--- src/rtl/spi_flash_sequencer.sv ---
// spi_flash_sequencer
//   Turns a single flash operation request into the sequence of SPI flash
//   commands handed to a downstream command engine. Read ID and read are
//   one command each; sector erase and page program are preceded by WREN
//   and followed by RDSR polling of the WIP bit, with an idle gap between
//   polls and a bounded poll count.
//
//   Optional build macro: SPI_SEQ_WEL_CHECK_EN
//     When defined, one RDSR follows the WREN acknowledge. The operation
//     aborts with an error if WEL (status[1]) is not set.
//
// Parameters
//   POLL_LIMIT  maximum RDSR polls per erase/program before error
//   POLL_GAP    idle sys_clk cycles between consecutive RDSR polls
//
// Ports
//   sys_clk    system clock, rising edge
//   rst_n      asynchronous active-low reset
//   op_req     operation request, sampled only in IDLE
//   op_code    0 read ID, 1 read, 2 sector erase, 3 page program
//   op_addr    flash byte address
//   op_size    data byte count for read/program, 1..256
//   op_busy    high from the cycle after acceptance until back in IDLE
//   op_done    one-cycle completion pulse
//   op_err     one-cycle failure pulse, coincident with op_done
//   status     last captured flash status register
//   cmd        command code to the command engine
//   cmd_valid  command request
//   cmd_ack    one-cycle command completion from the engine
//   cmd_addr   address to the command engine
//   cmd_size   data byte count to the command engine
//   rd_data    received byte from the command engine
//   rd_valid   rd_data qualifier
module spi_flash_sequencer #(
  parameter logic [15:0] POLL_LIMIT = 16'd50000,
  parameter logic [7:0]  POLL_GAP   = 8'd100
) (
  input  logic        sys_clk,
  input  logic        rst_n,
  input  logic        op_req,
  input  logic [1:0]  op_code,
  input  logic [23:0] op_addr,
  input  logic [8:0]  op_size,
  output logic        op_busy,
  output logic        op_done,
  output logic        op_err,
  output logic [7:0]  status,
  output logic [7:0]  cmd,
  output logic        cmd_valid,
  input  logic        cmd_ack,
  output logic [23:0] cmd_addr,
  output logic [8:0]  cmd_size,
  input  logic [7:0]  rd_data,
  input  logic        rd_valid
);

  localparam logic [2:0] ST_IDLE     = 3'd0;
  localparam logic [2:0] ST_LATCH    = 3'd1;
  localparam logic [2:0] ST_WREN     = 3'd2;
  localparam logic [2:0] ST_POLL     = 3'd3;
  localparam logic [2:0] ST_POLL_GAP = 3'd4;
  localparam logic [2:0] ST_MAIN     = 3'd5;
  localparam logic [2:0] ST_DONE     = 3'd6;
  localparam logic [2:0] ST_ERR      = 3'd7;

  localparam logic [7:0] CMD_WREN = 8'h06;
  localparam logic [7:0] CMD_RDSR = 8'h05;
  localparam logic [7:0] CMD_RDID = 8'h9F;
  localparam logic [7:0] CMD_READ = 8'h03;
  localparam logic [7:0] CMD_PP   = 8'h02;
  localparam logic [7:0] CMD_SE   = 8'hD8;

  logic [2:0]  state;
  logic [1:0]  code_q;
  logic [23:0] addr_q;
  logic [8:0]  size_q;
  logic [15:0] poll_cnt;
  logic [7:0]  gap_cnt;
`ifdef SPI_SEQ_WEL_CHECK_EN
  logic        wel_phase;
`endif

  logic        ack;
  logic        is_cmd_state;
  logic        size_bad;
  logic [7:0]  st_now;
  logic [15:0] poll_next;
  logic [7:0]  nxt_cmd;
  logic [23:0] nxt_addr;
  logic [8:0]  nxt_size;

  always_comb begin
    ack          = cmd_valid & cmd_ack;
    is_cmd_state = (state == ST_WREN) || (state == ST_MAIN) || (state == ST_POLL);
    size_bad     = (size_q == '0) || (size_q > 9'd256);
    poll_next    = poll_cnt + 16'd1;
    // Status byte as it will be after this edge; lets the ack decision see
    // a status byte that arrives in the same cycle as cmd_ack.
    st_now = (rd_valid && cmd_valid && (state == ST_POLL)) ? rd_data : status;

    nxt_cmd  = CMD_PP;
    nxt_addr = addr_q;
    nxt_size = size_q;
    if (state == ST_WREN) begin
      nxt_cmd  = CMD_WREN;
      nxt_addr = '0;
      nxt_size = '0;
    end else if (state == ST_POLL) begin
      nxt_cmd  = CMD_RDSR;
      nxt_addr = '0;
      nxt_size = 9'd1;
    end else begin
      unique case (code_q)
        2'd0: begin
          nxt_cmd  = CMD_RDID;
          nxt_addr = '0;
          nxt_size = 9'd3;
        end
        2'd1:    nxt_cmd = CMD_READ;
        2'd2: begin
          nxt_cmd  = CMD_SE;
          nxt_size = '0;
        end
        default: nxt_cmd = CMD_PP;
      endcase
    end
  end

  always_ff @(posedge sys_clk or negedge rst_n) begin
    if (!rst_n) begin
      state     <= ST_IDLE;
      code_q    <= '0;
      addr_q    <= '0;
      size_q    <= '0;
      poll_cnt  <= '0;
      gap_cnt   <= '0;
`ifdef SPI_SEQ_WEL_CHECK_EN
      wel_phase <= 1'b0;
`endif
      op_busy   <= 1'b0;
      op_done   <= 1'b0;
      op_err    <= 1'b0;
      status    <= '0;
      cmd       <= '0;
      cmd_valid <= 1'b0;
      cmd_addr  <= '0;
      cmd_size  <= '0;
    end else begin
      op_done <= 1'b0;
      op_err  <= 1'b0;
      status  <= st_now;

      // Every command state issues its command one cycle after entry and
      // leaves on the acknowledge, so cmd_valid is low again on entry to
      // the next command state.
      if (is_cmd_state && !cmd_valid) begin
        cmd       <= nxt_cmd;
        cmd_addr  <= nxt_addr;
        cmd_size  <= nxt_size;
        cmd_valid <= 1'b1;
      end
      if (ack) cmd_valid <= 1'b0;

      case (state)
        ST_IDLE: begin
          if (op_req) begin
            code_q  <= op_code;
            addr_q  <= op_addr;
            size_q  <= op_size;
            op_busy <= 1'b1;
            state   <= ST_LATCH;
          end
        end

        ST_LATCH: begin
          poll_cnt <= '0;
          gap_cnt  <= '0;
          if (size_bad) begin
            op_done <= 1'b1;
            op_err  <= 1'b1;
            state   <= ST_ERR;
          end else if (code_q[1]) begin
            state <= ST_WREN;
          end else begin
            state <= ST_MAIN;
          end
        end

        ST_WREN: begin
          if (ack) begin
`ifdef SPI_SEQ_WEL_CHECK_EN
            wel_phase <= 1'b1;
            state     <= ST_POLL;
`else
            state     <= ST_MAIN;
`endif
          end
        end

        ST_MAIN: begin
          if (ack) begin
            if (code_q[1]) begin
              state <= ST_POLL;
            end else begin
              op_done <= 1'b1;
              state   <= ST_DONE;
            end
          end
        end

        ST_POLL: begin
          if (ack) begin
`ifdef SPI_SEQ_WEL_CHECK_EN
            if (wel_phase) begin
              wel_phase <= 1'b0;
              if (!st_now[1]) begin
                op_done <= 1'b1;
                op_err  <= 1'b1;
                state   <= ST_ERR;
              end else begin
                state <= ST_MAIN;
              end
            end else
`endif
            begin
              poll_cnt <= poll_next;
              if (!st_now[0]) begin
                op_done <= 1'b1;
                state   <= ST_DONE;
              end else if (poll_next >= POLL_LIMIT) begin
                op_done <= 1'b1;
                op_err  <= 1'b1;
                state   <= ST_ERR;
              end else if (POLL_GAP == 8'd0) begin
                state <= ST_POLL;
              end else begin
                gap_cnt <= '0;
                state   <= ST_POLL_GAP;
              end
            end
          end
        end

        ST_POLL_GAP: begin
          if (gap_cnt == POLL_GAP - 8'd1) begin
            gap_cnt <= '0;
            state   <= ST_POLL;
          end else begin
            gap_cnt <= gap_cnt + 8'd1;
          end
        end

        ST_DONE, ST_ERR: begin
          op_busy <= 1'b0;
          state   <= ST_IDLE;
        end

        default: state <= ST_IDLE;
      endcase
    end
  end

endmodule
--- config.mk ---
export PLATFORM = sky130hd
export DESIGN_NAME = spi_flash_sequencer
export DESIGN_NICKNAME = d
export VERILOG_FILES = /design/src/rtl/spi_flash_sequencer.sv
export SDC_FILE = /design/constraint.sdc
export NUM_CORES = 1
export LEC_CHECK = 0
export BUFFER_PORTS_ARGS = -buffer_cell sky130_fd_sc_hd__buf_2
export CORE_MARGIN = 3
export CORE_UTILIZATION = 55
export DETAILED_ROUTE_END_ITERATION = 8
export GPL_TIMING_DRIVEN = 0
export PLACE_DENSITY = 0.75
export SYNTH_ARGS = -nofsm -noshare
export SYNTH_HDL_FRONTEND = slang
export SYNTH_SLANG_ARGS = --single-unit
--- constraint.sdc ---
create_clock -name sys_clk -period 2.5 [get_ports sys_clk]
set_input_delay 0.5 -clock sys_clk [delete_from_list [all_inputs] [get_ports sys_clk]]
set_output_delay 0.5 -clock sys_clk [all_outputs]
set_load 0.01 [all_outputs]
==> results of run 1 <==
## metal layers
metal	wire, microns	GRT usage	part of all wire
met1	5110	0.301	0.42
met2	5800	0.386	0.48
met3	951	0.0731	0.079
met4	187	0.0687	0.016
met5	0	0	0
## logic make-up (layout without fill, tap and decap cells)
logic type,count (synthesis),in the layout
and+or+nand+nor,128,128
adders and majority gates,2,2
buffers and inverters,37,151
DFF,112,112
xor gates and xnor gates,3,3
AOI/OAI and AO/OA,136,136
other,1,1
muxes,45,45
## worst max path at each step
stage,start,cells after the start,endpoint
global placement,rst_n,1,cmd_size[7]$_DFFE_PN0P_
floorplan,poll_cnt[0]$_DFFE_PN0P_,8,gap_cnt[5]$_DFFE_PN0P_
global route,poll_cnt[0]$_DFFE_PN0P_,8,gap_cnt[0]$_DFFE_PN0P_
finish,poll_cnt[0]$_DFFE_PN0P_,8,gap_cnt[2]$_DFFE_PN0P_
detailed placement,poll_cnt[0]$_DFFE_PN0P_,8,gap_cnt[2]$_DFFE_PN0P_
CTS,poll_cnt[0]$_DFFE_PN0P_,8,gap_cnt[2]$_DFFE_PN0P_
## state kept, by name, summed over array words and instances, names as in the netlist
register	flops
poll_cnt	16
cmd_addr	24
op_done	1
addr_q	24
status	8
gap_cnt	8
op_busy	1
cmd_valid	1
cmd	5
cmd_size	9
code_q	2
size_q	9
state	3
op_err	1
## report_power, final
| group | switching, uW | internal [uW] | total, uW |
|---|---|---|---|
| clock | 617 | 391 | 1010 |
| sequential | 418 | 2500 | 2920 |
| combinational | 1490 | 1220 | 2710 |
## metrics by stage
| stage | util | TNS, ps | hold slack, ps |
|---|---|---|---|
| after floorplan | - | 0 | 204 |
| after global placement | 0.654 | -40860 | 457 |
| after detailed placement | 0.658 | 0 | 478 |
| after CTS | 0.677 | 0 | 211 |
| after global routing | 0.677 | 0 | 244 |
| final | 0.677 | 0 | 188 |
## synth_stat cells (all sizes together), types with 2 or more instances
library cell  count  area, sq um
dfrtp           112         2800
mux2             45          507
nand2            38          143
o21ai            37          185
a22o             32          280
nand3            21          123
nor2             21         86.3
a21oi            20          108
clkbuf           16         60.1
buf              15         83.8
a31oi            10         62.6
nand2b            7         43.8
and3              6         38.8
inv               6         22.5
nor3              6         46.3
nor4              6         52.6
o31ai             6         50.1
nor2b             5         31.3
o221ai            5         43.8
nand4             4         31.3
o211ai            4         30.0
and2              3         18.8
o22ai             3         32.5
o41ai             3         26.3
a21boi            2         15.0
a21o              2         15.0
a221oi            2         17.5
and4              2         17.5
ha                2         25.0
o21a              2         15.0
or3               2         12.5
xnor2             2         17.5
## layout by cell type, fill, tap and decap left out, types with 2 or more instances in the layout
cell                       count
sky130_fd_sc_hd__a21o_1        2
sky130_fd_sc_hd__a21oi_1      18
sky130_fd_sc_hd__a21oi_2       2
sky130_fd_sc_hd__a221oi_1      2
sky130_fd_sc_hd__a22o_1       32
sky130_fd_sc_hd__a31oi_1      10
sky130_fd_sc_hd__and2_1        2
sky130_fd_sc_hd__and3_1        5
sky130_fd_sc_hd__and4_1        2
sky130_fd_sc_hd__buf_2       108
sky130_fd_sc_hd__buf_4         5
sky130_fd_sc_hd__clkbuf_1     17
sky130_fd_sc_hd__clkbuf_8     10
sky130_fd_sc_hd__clkinv_4      2
sky130_fd_sc_hd__dfrtp_1     112
sky130_fd_sc_hd__inv_1         5
sky130_fd_sc_hd__mux2_2       44
sky130_fd_sc_hd__nand2_1      38
sky130_fd_sc_hd__nand2b_1      7
sky130_fd_sc_hd__nand3_1      19
sky130_fd_sc_hd__nand4_1       3
sky130_fd_sc_hd__nor2_1       20
sky130_fd_sc_hd__nor2b_1       5
sky130_fd_sc_hd__nor3_1        4
sky130_fd_sc_hd__nor4_1        5
sky130_fd_sc_hd__o211ai_1      4
sky130_fd_sc_hd__o21a_1        2
sky130_fd_sc_hd__o21ai_0      34
sky130_fd_sc_hd__o21ai_1       3
sky130_fd_sc_hd__o221ai_1      5
sky130_fd_sc_hd__o22ai_1       2
sky130_fd_sc_hd__o31ai_1       5
sky130_fd_sc_hd__o41ai_1       3
sky130_fd_sc_hd__or3_1         2
sky130_fd_sc_hd__xnor2_1       2
## layout make-up
class | instances | area (sq um)
clock inverter | 3 | 28.8
fill | 725 | 2900
inverter | 6 | 22.5
sequential | 112 | 2800
clock buffer | 11 | 141
timing repair buffer | 100 | 526
multi-input combinational | 315 | 2260
buffer | 31 | 144
tap | 126 | 158
## critical path, stage by stage (launching register included)
cell	delay, ps
sky130_fd_sc_hd__dfrtp_1	480
sky130_fd_sc_hd__ha_2	290
sky130_fd_sc_hd__nand3_2	190
sky130_fd_sc_hd__nor3_4	260
sky130_fd_sc_hd__and4_1	220
sky130_fd_sc_hd__o211ai_1	110
sky130_fd_sc_hd__a21oi_2	270
sky130_fd_sc_hd__buf_4	230
sky130_fd_sc_hd__o221ai_1	130
==> impl_metrics.xml, run 1 <==
<?xml version="1.0" encoding="UTF-8"?>
<metrics>
  <group name="status">
    <metric name="status" unit="">finished, final reports clean</metric>
  </group>
  <group name="die">
    <metric name="rows" unit="">34</metric>
    <metric name="io_pins" unit="">101</metric>
    <metric name="fp.dieH" unit="microns">103</metric>
    <metric name="core_area" unit="sq um">8980</metric>
    <metric name="fp.dieW" unit="microns">103</metric>
    <metric name="initial_core_util" unit="">0.582</metric>
    <metric name="fp.dieArea" unit="sq um">10700</metric>
  </group>
  <group name="setup_path">
    <metric name="setup.worst_path.start_class" unit="">register</metric>
    <metric name="timing.rr.start" unit="">poll_cnt[0]$_DFFE_PN0P_</metric>
    <metric name="critical_path.max_fanout" unit="">10</metric>
    <metric name="worst-endpoint-required" unit="ps">2740</metric>
    <metric name="critical_path_class" unit="">reg -&gt; reg</metric>
    <metric name="r2r_slack" unit="ps">190</metric>
    <metric name="worst_setup_path_end_kind" unit="">register</metric>
    <metric name="critical_path_arrival" unit="ps">2550</metric>
    <metric name="regToRegEndpoint" unit="">gap_cnt[2]$_DFFE_PN0P_</metric>
    <metric name="timing.reg2reg.worst_path_depth" unit="">8</metric>
  </group>
  <group name="sta">
    <metric name="finalSetupViolCount" unit="">0</metric>
    <metric name="setup_repair_after_global_routing_missed_its_margin" unit="">no</metric>
    <metric name="timing.slew.headroom" unit="">0.510</metric>
    <metric name="timing.final.max_slew_violations" unit="">0</metric>
    <metric name="max_freq" unit="MHz">433</metric>
    <metric name="finalHoldViolCount" unit="">0</metric>
    <metric name="fin_worst_skew" unit="ps">10.4</metric>
    <metric name="post-route-worst-setup-slack" unit="ps">192</metric>
    <metric name="min_period_over_period" unit="">0.923</metric>
    <metric name="finalWorstPathRequiredPeriod" unit="ps">2310</metric>
    <metric name="tightestPinTransition" unit="ps">734</metric>
  </group>
  <group name="route">
    <metric name="final_routed_wirelength" unit="mm">12.1</metric>
    <metric name="drt_drc" unit="">0</metric>
    <metric name="drt_pre_antenna_iters" unit="">5</metric>
    <metric name="wl_per_cell" unit="microns">17.1</metric>
    <metric name="drt_iter0_drc" unit="">183</metric>
    <metric name="route.vias.total" unit="">4121</metric>
    <metric name="avgViaCountPerCell" unit="">5.85</metric>
    <metric name="detail-route-antenna-nets" unit="">0</metric>
  </group>
  <group name="logic_synthesis">
    <metric name="synthMuxAreaShare" unit="">0.0971</metric>
    <metric name="dominantRegCellSynth" unit="">sky130_fd_sc_hd__dfrtp_1</metric>
    <metric name="adder_and_majority_gate_portion_of_the_synthesized_area" unit="">0.00479</metric>
    <metric name="synth.ff_latch_count" unit="">112</metric>
    <metric name="post_synth_instance_area" unit="sq um">5220</metric>
    <metric name="synthesis.instances" unit="">464</metric>
    <metric name="synth-compound-area-share" unit="">0.185</metric>
    <metric name="syn_area_per_cell" unit="sq um">11.3</metric>
    <metric name="share_of_synthesized_area_occupied_by_flip_flops_and_latches" unit="">0.537</metric>
    <metric name="largest_family_of_logic_cells_by_synthesized_area" unit="">compound AO/OA/AOI/OAI gates</metric>
    <metric name="ys_warnings" unit="">0</metric>
    <metric name="mappedNetlistNets" unit="">514</metric>
    <metric name="synth-edff-count" unit="">0</metric>
    <metric name="ys_types" unit="">67</metric>
    <metric name="synth_xor_area_frac" unit="">0.00503</metric>
    <metric name="synth-simple-area-share" unit="">0.138</metric>
    <metric name="synth_async_sr_flop_share" unit="">1.00</metric>
  </group>
  <group name="clock_tree">
    <metric name="holdBufCountCts" unit="">0</metric>
    <metric name="root_buffer" unit="">sky130_fd_sc_hd__clkbuf_8</metric>
    <metric name="total_cts_buffers" unit="">9</metric>
    <metric name="clock-sinks" unit="">112</metric>
    <metric name="clk_pin_slew" unit="ps">110</metric>
    <metric name="clk_latency" unit="ps">380</metric>
    <metric name="cts-resized-gates" unit="">0</metric>
    <metric name="tritoncts_clock_tree" unit="">yes</metric>
    <metric name="cts_max_path_buffers" unit="">2</metric>
    <metric name="post_cts_buffers" unit="">0</metric>
    <metric name="cts-htree-levels" unit="">3</metric>
  </group>
  <group name="layout">
    <metric name="layout-drive-gt1-share" unit="">0.334</metric>
    <metric name="number_of_standard_cells_in_the_final_layout_excluding_fillers" unit="">704</metric>
    <metric name="syn_to_final_growth" unit="%">16.5</metric>
    <metric name="nNetsFinal" unit="">625</metric>
    <metric name="finalInstanceArea" unit="sq um">6080</metric>
    <metric name="antenna_cells_inserted" unit="">0</metric>
  </group>
  <group name="grt">
    <metric name="grt_usage" unit="">0.235</metric>
    <metric name="global_route_wire_length_before_repair" unit="mm">19.6</metric>
    <metric name="grt_start_max_net_pins" unit="">58</metric>
    <metric name="sum_of_overflow_across_all_layers_after_global_routing" unit="">0</metric>
    <metric name="number_of_antenna_violations_at_the_first_check_in_global_routing" unit="">0</metric>
    <metric name="first_global_vias" unit="">4014</metric>
  </group>
  <group name="min_path">
    <metric name="hold_path_class" unit="">in -&gt; async</metric>
  </group>
  <group name="placement">
    <metric name="detailed_place.area" unit="sq um">5900</metric>
    <metric name="dp_hpwl" unit="mm">8.61</metric>
    <metric name="globalplace.congestion" unit="">0.909</metric>
    <metric name="portBuffers" unit="">99</metric>
    <metric name="pre_cts_setup_slack" unit="ps">77.7</metric>
    <metric name="dp.cells" unit="">690</metric>
  </group>
  <group name="power">
    <metric name="power.static_leakage" unit="uW">0.00283</metric>
    <metric name="power_density" unit="nW/um^2">1090</metric>
    <metric name="power" unit="uW">6630</metric>
    <metric name="largest_vdd_supply_drop" unit="mV">0.710</metric>
  </group>
  <group name="run">
    <metric name="maxCapViolations" unit="">0</metric>
  </group>
</metrics>
No activity file was read; power rests on OpenSTA's default activity.
==> run 2: changes to the inputs <==
--- a/config.mk
+++ b/config.mk
@@ -9,8 +9,7 @@
 export CORE_MARGIN = 3
 export CORE_UTILIZATION = 55
 export DETAILED_ROUTE_END_ITERATION = 8
-export GPL_TIMING_DRIVEN = 0
-export PLACE_DENSITY = 0.75
+export PLACE_DENSITY = 0.86
 export SYNTH_ARGS = -nofsm -noshare
 export SYNTH_HDL_FRONTEND = slang
 export SYNTH_SLANG_ARGS = --single-unit
==> run 2 against run 1 <==
Effect of this change: cell count is 1.7% lower; combinational power is 3% lower; utilization is 0.29 points lower; clock power hardly changed; maximum frequency is 0.27% higher; highest routed layer unchanged; setup slack better by 6.3 ps; critical path depth stayed put; routed wire length is 1.4% higher; largest cell class unchanged; sequential share of layout area is 0.20 points higher.
==> impl_metrics.xml, run 2 (synthesis gave the netlist of run 1 again) <==
<?xml version="1.0" encoding="UTF-8"?>
<metrics>
  <group name="status">
    <metric name="status" unit="">finished, final reports clean</metric>
  </group>
  <group name="power">
    <metric name="power_density" unit="nW/um^2">1100</metric>
    <metric name="power" unit="uW">6640</metric>
    <metric name="power.static_leakage" unit="uW">0.00282</metric>
    <metric name="seq_power_share" unit="">0.456</metric>
    <metric name="switching_power" unit="uW">2520</metric>
    <metric name="internal_power" unit="uW">4120</metric>
    <metric name="switching_share_of_total_power" unit="">0.380</metric>
    <metric name="largest_vdd_supply_drop" unit="mV">0.804</metric>
    <metric name="clock_power_share" unit="">0.149</metric>
    <metric name="portion_of_total_power_attributed_to_combinational_logic" unit="">0.395</metric>
  </group>
  <group name="route">
    <metric name="final_routed_wirelength" unit="mm">12.2</metric>
    <metric name="drt_drc" unit="">0</metric>
    <metric name="route.vias.total" unit="">4167</metric>
    <metric name="wl_per_cell" unit="microns">17.7</metric>
    <metric name="drt_iter0_drc" unit="">230</metric>
    <metric name="drt_pre_antenna_iters" unit="">4</metric>
    <metric name="avgViaCountPerCell" unit="">6.02</metric>
    <metric name="detail-route-antenna-nets" unit="">0</metric>
  </group>
  <group name="grt">
    <metric name="grt_start_max_net_pins" unit="">53</metric>
    <metric name="number_of_antenna_violations_at_the_first_check_in_global_routing" unit="">0</metric>
    <metric name="first_global_vias" unit="">4214</metric>
    <metric name="grt_usage" unit="">0.250</metric>
    <metric name="global_route_wire_length_before_repair" unit="mm">20.7</metric>
    <metric name="sum_of_overflow_across_all_layers_after_global_routing" unit="">0</metric>
  </group>
  <group name="clock_tree">
    <metric name="tritoncts_clock_tree" unit="">yes</metric>
    <metric name="clk_pin_slew" unit="ps">100</metric>
    <metric name="clock-sinks" unit="">112</metric>
    <metric name="cts-htree-levels" unit="">3</metric>
    <metric name="cts_max_path_buffers" unit="">2</metric>
    <metric name="total_cts_buffers" unit="">9</metric>
    <metric name="clk_latency" unit="ps">380</metric>
    <metric name="root_buffer" unit="">sky130_fd_sc_hd__clkbuf_8</metric>
  </group>
  <group name="sta">
    <metric name="finalWorstPathRequiredPeriod" unit="ps">2300</metric>
    <metric name="post-route-worst-setup-slack" unit="ps">199</metric>
    <metric name="max_freq" unit="MHz">435</metric>
    <metric name="tightestPinTransition" unit="ps">690</metric>
    <metric name="timing.slew.headroom" unit="">0.540</metric>
    <metric name="finalSetupViolCount" unit="">0</metric>
    <metric name="min_period_over_period" unit="">0.921</metric>
    <metric name="holdWs" unit="ps">150</metric>
    <metric name="finalHoldViolCount" unit="">0</metric>
    <metric name="setup_repair_after_global_routing_missed_its_margin" unit="">no</metric>
    <metric name="setup-tns-final" unit="ps">0</metric>
    <metric name="fin_worst_skew" unit="ps">6.66</metric>
    <metric name="timing.final.max_slew_violations" unit="">0</metric>
  </group>
  <group name="run">
    <metric name="maxCapViolations" unit="">0</metric>
  </group>
  <group name="setup_path">
    <metric name="r2r_slack" unit="ps">200</metric>
    <metric name="timing.rr.start" unit="">poll_cnt[0]$_DFFE_PN0P_</metric>
    <metric name="worst-endpoint-required" unit="ps">2730</metric>
    <metric name="critical_path_arrival" unit="ps">2530</metric>
    <metric name="timing.reg2reg.worst_path_depth" unit="">8</metric>
    <metric name="worstPathCellList" unit="">ha_2, nand3_2, nor3_4, and4_1, o211ai_1, a21oi_2, buf_4, o221ai_1</metric>
    <metric name="critical_path_class" unit="">reg -&gt; reg</metric>
    <metric name="critical_path.max_fanout" unit="">12</metric>
    <metric name="cpPeakStageDelay" unit="ps">470</metric>
    <metric name="regToRegEndpoint" unit="">gap_cnt[2]$_DFFE_PN0P_</metric>
    <metric name="cp_slowest_cell" unit="">sky130_fd_sc_hd__dfrtp_1</metric>
    <metric name="setup.worst_path.start_class" unit="">register</metric>
    <metric name="worst_setup_path_end_kind" unit="">register</metric>
  </group>
  <group name="die">
    <metric name="core_area" unit="sq um">8980</metric>
    <metric name="rows" unit="">34</metric>
    <metric name="fp.dieW" unit="microns">103</metric>
    <metric name="fp.dieArea" unit="sq um">10700</metric>
    <metric name="fp.dieH" unit="microns">103</metric>
    <metric name="io_pins" unit="">101</metric>
    <metric name="initial_core_util" unit="">0.582</metric>
  </group>
  <group name="layout">
    <metric name="syn_to_final_growth" unit="%">16.0</metric>
    <metric name="antenna_cells_inserted" unit="">0</metric>
    <metric name="nNetsFinal" unit="">611</metric>
    <metric name="layout-drive-gt1-share" unit="">0.346</metric>
    <metric name="biggestRegsByFlops" unit="">addr_q x24, cmd_addr x24, poll_cnt x16</metric>
    <metric name="n_fill_cell" unit="">658</metric>
    <metric name="final_util" unit="">0.675</metric>
    <metric name="mostFrequentLayoutCell" unit="">sky130_fd_sc_hd__dfrtp_1</metric>
    <metric name="final_cell_mix" unit="">112 x sky130_fd_sc_hd__dfrtp_1, 98 x sky130_fd_sc_hd__buf_2, 44 x sky130_fd_sc_hd__mux2_2, 38 x sky130_fd_sc_hd__nand2_1, 34 x sky130_fd_sc_hd__o21ai_0</metric>
  </group>
  <group name="min_path">
    <metric name="hold_path_class" unit="">in -&gt; async</metric>
  </group>
  <group name="placement">
    <metric name="portBuffers" unit="">99</metric>
    <metric name="pre_cts_setup_slack" unit="ps">198</metric>
    <metric name="globalplace.congestion" unit="">0.892</metric>
    <metric name="dp_hpwl" unit="mm">8.61</metric>
  </group>
</metrics>
## run 2: cell count changes in the layout (fill, tap and decap cells not counted), sizes merged
cell,change
clkinvlp,+2
clkinv,-1
clkbuf,-16
inv,+1
buf,+2
## run 2: timing repair
item,4_1_cts,5_1_grt
buffers inserted,0,0
resized for setup,0,1
hold buffers,0,0
endpoints found under the setup margin,0,1
## run 2: power groups by stage
stage               clock network, uW  registers [uW]  logic [uW]
floorplan                           0            3030        1670
global placement                    0            2990        2520
detailed placement                  0            3040        2630
CTS                              1020            3020        2640
global route                     1100            3120        2890
finish                            991            3030        2620
## run 2: worst max path at each step
stage | start | to | slack, ps | cells after the start
after floorplan | poll_cnt[0]$_DFFE_PN0P_ | gap_cnt[5]$_DFFE_PN0P_ | 450 | 8
after global placement | poll_cnt[0]$_DFFE_PN0P_ | gap_cnt[5]$_DFFE_PN0P_ | 350 | 8
after detailed placement | poll_cnt[0]$_DFFE_PN0P_ | gap_cnt[2]$_DFFE_PN0P_ | 200 | 8
after CTS | poll_cnt[0]$_DFFE_PN0P_ | gap_cnt[2]$_DFFE_PN0P_ | 140 | 8
after global routing | state[1]$_DFFE_PN0P_ | gap_cnt[2]$_DFFE_PN0P_ | 10 | 6
final | poll_cnt[0]$_DFFE_PN0P_ | gap_cnt[2]$_DFFE_PN0P_ | 200 | 8
## run 2: stage by stage
| stage | std cells | area [sq um] |
|---|---|---|
| after floorplan | 464 | 5220 |
| after global placement | 676 | 5880 |
| after detailed placement | 676 | 5880 |
| after CTS | 692 | 6050 |
| after global routing | 692 | 6050 |
| final | 692 | 6050 |
## run 2: cell type report
class	count	area, sq um	share of cell area
timing repair buffer	117	646	0.107
inverter	6	22.5	0.00372
multi-input combinational	315	2250	0.372
tap	126	158	0.0260
clock inverter	5	40.0	0.00661
clock buffer	11	131	0.0217
sequential	112	2800	0.463
## run 2: layer usage
layer | track usage | vias to the layer above | share of wire
met1 | 0.312 | 2043 | 0.40
met3 | 0.0939 | 33 | 0.086
met2 | 0.401 | 179 | 0.48
li1 | - | 1912 | -
met5 | 0 | - | 0
met4 | 0.0857 | 0 | 0.027
## run 2: critical path, delay by kind of cell, from the launching register on
family	cells	cell delay, ps
AO/OA/AOI/OAI	3	450
adder cells (fa/ha/maj)	1	280
buffers and inverters	1	210
flip-flops	1	470
AND/OR/NAND/NOR	3	740
